$ cat config.mk
export PLATFORM = sky130hd
export DESIGN_NAME = pending_encoder
export DESIGN_NICKNAME = d
export VERILOG_FILES = /design/src/rtl/pending_encoder.sv
export SDC_FILE = /design/constraint.sdc
export NUM_CORES = 1
export LEC_CHECK = 0
export CAP_MARGIN = 10
export CORE_MARGIN = 1.5
export CORE_UTILIZATION = 45
export CTS_BUF_LIST = sky130_fd_sc_hd__clkbuf_2
export DETAILED_ROUTE_END_ITERATION = 7
export GPL_TIMING_DRIVEN = 0
export PLACE_DENSITY = 0.82
export SLEW_MARGIN = 20
export SYNTH_ARGS = -nofsm -noshare
export SYNTH_HDL_FRONTEND = slang
export SYNTH_SLANG_ARGS = --single-unit
$ cat constraint.sdc
create_clock -name clk_in -period 1.93 [get_ports clk_in]
set_input_delay 0.193 -clock clk_in [delete_from_list [all_inputs] [get_ports clk_in]]
set_output_delay 0.193 -clock clk_in [all_outputs]
set_load 0.05 [all_outputs]
$ cat src/rtl/pending_encoder.sv
// Registered priority encoder with sticky pending bits and a valid/ready output.
// Define PENDING_ENCODER_ROUND_ROBIN_EN for rotating priority after each accept.
module pending_encoder #(
    parameter  int N = 8,
    localparam int W = $clog2(N)
) (
    input  logic         clk_in,
    input  logic         rst_in,
    input  logic [N-1:0] req_in,
    input  logic [N-1:0] mask_in,
    input  logic         ready_in,
    output logic [W-1:0] idx_out,
    output logic         valid_out,
    output logic [N-1:0] pend_out,
    output logic         overflow_out
);

    logic [N-1:0] r_pend;
    logic [W-1:0] r_idx;
    logic         r_valid;
    logic         r_ovf;

    logic         w_acc;
    logic         w_load;
    logic [N-1:0] w_clr;
    logic [N-1:0] w_pnext;
    logic [N-1:0] w_elig;
    logic [W-1:0] w_sel;

    always_comb begin
        w_acc  = r_valid && ready_in;
        w_load = !r_valid || ready_in;
        w_clr  = '0;
        for (int i = 0; i < N; i++) begin
            w_clr[i] = w_acc && (r_idx == W'(i));
        end
        // set wins over clear for a bit requested while being accepted
        w_pnext = (r_pend & ~w_clr) | req_in;
        w_elig  = w_pnext & ~mask_in;
    end

`ifdef PENDING_ENCODER_ROUND_ROBIN_EN
    logic [W-1:0] r_last;
    logic [W-1:0] w_ptr;

    // search starts just below the index being accepted this cycle
    always_comb begin
        w_ptr = w_acc ? r_idx : r_last;
        w_sel = '0;
        for (int k = N; k >= 1; k--) begin
            int j;
            j = (int'(w_ptr) >= k) ? int'(w_ptr) - k : int'(w_ptr) - k + N;
            if (w_elig[j]) begin
                w_sel = W'(j);
            end
        end
    end

    always_ff @(posedge clk_in or posedge rst_in) begin
        if (rst_in) begin
            r_last <= '0;
        end else if (w_acc) begin
            r_last <= r_idx;
        end
    end
`else
    always_comb begin
        w_sel = '0;
        for (int i = 0; i < N; i++) begin
            if (w_elig[i]) begin
                w_sel = W'(i);
            end
        end
    end
`endif

    always_ff @(posedge clk_in or posedge rst_in) begin
        if (rst_in) begin
            r_pend  <= '0;
            r_idx   <= '0;
            r_valid <= 1'b0;
            r_ovf   <= 1'b0;
        end else begin
            r_pend <= w_pnext;
            r_ovf  <= |(req_in & r_pend & ~w_clr);
            if (w_load) begin
                r_valid <= |w_elig;
                r_idx   <= w_sel;
            end
        end
    end

    assign idx_out      = r_idx;
    assign valid_out    = r_valid;
    assign pend_out     = r_pend;
    assign overflow_out = r_ovf;

endmodule

==> impl_metrics.toml <==
[status]
status = "finished, final reports clean"

[clocking]
clkTransAtPathRegs_ps = 130
numCtsBuffers = 3
cts_setup_buffers = 0
clkSinkCount = 13
root_buffer = "clkbuf_2"
htree_levels = 1
clk_latency_ps = 290
clockBufferDepth = 2
cts_tree = "built"
ctsHoldBuffers = 0
cts_resized = 0

[floorplanning]
dieArea_sq_mm = 0.00212
rows = 15
die_w_microns = 46.0
core_region_area_sq_mm = 0.00173
die_h_microns = 46.0
io_pins = 32
initial_core_util_pct = 48.3

[layout]
drive_gt1_share_pct = 12.7
diodes = 0
final_util_pct = 69.6
final_cells = 151
areaGrowthSynthToFinish_pct = 44.3
final_nets = 146

[logic_synthesis]
synth-edff-count = 0
ys_top_cells_by_count = "13 x dfrtp_1, 10 x nor2_1, 9 x nand2b_1, 8 x nor3_1, 6 x nand2_1"
synth.avg_cell_area_sq_um = 9.26
synth_top_area_share_pct = 39.0
yosys.area.top_type = "dfrtp_1"
synthArstFlopShare_pct = 100
syn_inst = 90
yosysWarnings = 0
ys_dominant_reg_cell = "dfrtp_1"
synth_top_cells_by_area = "dfrtp_1 39%, nand2b_1 6.8%, nor3_1 4.8%"
synth_area_sq_um = 833
synth.yosys.seq_area_share_pct = 39.0
ys_ff_latch = 13
synth.most_common_cell = "dfrtp_1"
synth_nets = 109
ys_types = 32

[place]
dp_cells = 146
place_hpwl_microns = 1590
gp_congestion = 0.857
io_buffers = 31

[worst_setup_path]
crit_fanout = 8
r2r_slack_ps = 120
critPathKind = "flop to flop"
critPathLaunch = "idx_out[1]"
crit_arrival_ps = 1980
cp.required_ps = 2100
critPathCaptureType = "flop"
cp-start-kind = "flop"
reg2reg_from = "idx_out[1]"

[global_routing]
gr-usage-met3_pct = 3.97
grt_max_degree = 14
grt_overflow_total = 0
use_met2_pct = 36.9
top_usage_layer = "met2"
track_usage_pct = 21.6
antenna_found_initial = 0
grt_pass1_vias = 787
met1_usage_pct = 25.1
grt_pass1_wl_microns = 3210

[routing]
firstDrtPassIters = 4
drc = 0
drt-total-wl_microns = 2070
wl_per_cell_microns = 13.7
vias = 841
vias_per_cell = 5.57
antenna_left = 0
drt-initial-drc-count = 24

[power]
p_sw_uw = 274
power_frac_comb_pct = 37.7
peakVddDrop_v = 0.000389
p_leak_nw = 0.428
power_density_mw_per_mm2 = 610
finalPower_uw = 733
pwr-share-seq_pct = 41.6
clkPwrFrac_pct = 20.7
p_sw_share_pct = 37.3
p_int_uw = 459

[sta]
tightestPinTransition_ps = 508
hold_viol_final = 0
skew_ps = 0.422
max_freq_ghz = 0.553
tns_ps = 0
fin_crit_sh_pct = 93.7
setup_viol = 0
slew_violations = 0
period_minus_slack_ps = 1810
whs_ps = 217
slew_headroom_pct = 66.1
rsz0062_at_grt = "false"

[worst_hold_path]
hold_class = "input port to asynchronous set/reset pin"

[flow_run]
cap_violations = 0
==> state kept, by name, indices dropped and copies added (netlist names) <==
register	cells
idx_out	3
pend_out	8
overflow_out	1
valid_out	1
==> cell usage in the layout (no fill, tap or decap), drive strengths merged, types with 3 or more instances in the layout <==
cell / instances
clkdlybuf4s50: 31
o21ai: 7
nor2: 10
inv: 4
o211ai: 5
nand2b: 9
clkbuf: 4
o31ai: 3
buf: 4
nand2: 6
nor3: 9
dfrtp: 13
a21oi: 4
==> stage by stage <==
stage	cell area (sq um)	setup WS [ps]
2_1_floorplan	833	99.5
3_3_place_gp	1170	-49.7
3_5_place_dp	1170	-91.4
4_1_cts	1190	101
5_1_grt	1200	16.9
6_report	1200	121
==> path summary, 6_finish.rpt <==
check | endpoint | cells past startpoint
worst max-delay path | valid_out | 5
worst min-delay path | pend_out[7] | 2
worst max register to register | valid_out | 5
worst min register to register | pend_out[0] | 2
max in group asynchronous | valid_out | 2
min in group clk_in | valid_out | 2
==> metal layers <==
| metal | vias up | part of all wire, % |
|---|---|---|
| met5 | - | 0 |
| met3 | 5 | 5.9 |
| li1 | 408 | - |
| met1 | 394 | 43 |
| met2 | 34 | 50 |
| met4 | 0 | 1.9 |
==> worst max-delay path, cell delays in order (launching register included) <==
cell and delay, ps:
dfrtp_1 450, nand3b_1 340, nor3_1 320, o32a_1 240, nor3b_2 230, o211ai_1 120
==> final cells by class <==
class	count	area, sq um
timing repair buffer	32	318
sequential	13	325
fill	158	524
buffer	3	23.8
inverter	4	15.0
clock buffer	4	20.0
tap	25	31.3
multi-input combinational	70	469
==> power groups by stage <==
stage	clock network, mW	logic [mW]	registers (mW)
2_1_floorplan	0	0.112	0.366
3_3_place_gp	0	0.268	0.308
3_5_place_dp	0	0.273	0.309
4_1_cts	0.152	0.274	0.305
5_1_grt	0.170	0.293	0.307
6_report	0.152	0.276	0.305
==> cell families after synthesis <==
logic type	synth area share, %
simple gates	30.6
compound gates	25.7
flops	39.0
buf+inv	4.65
(Power assumes the default switching activity.)
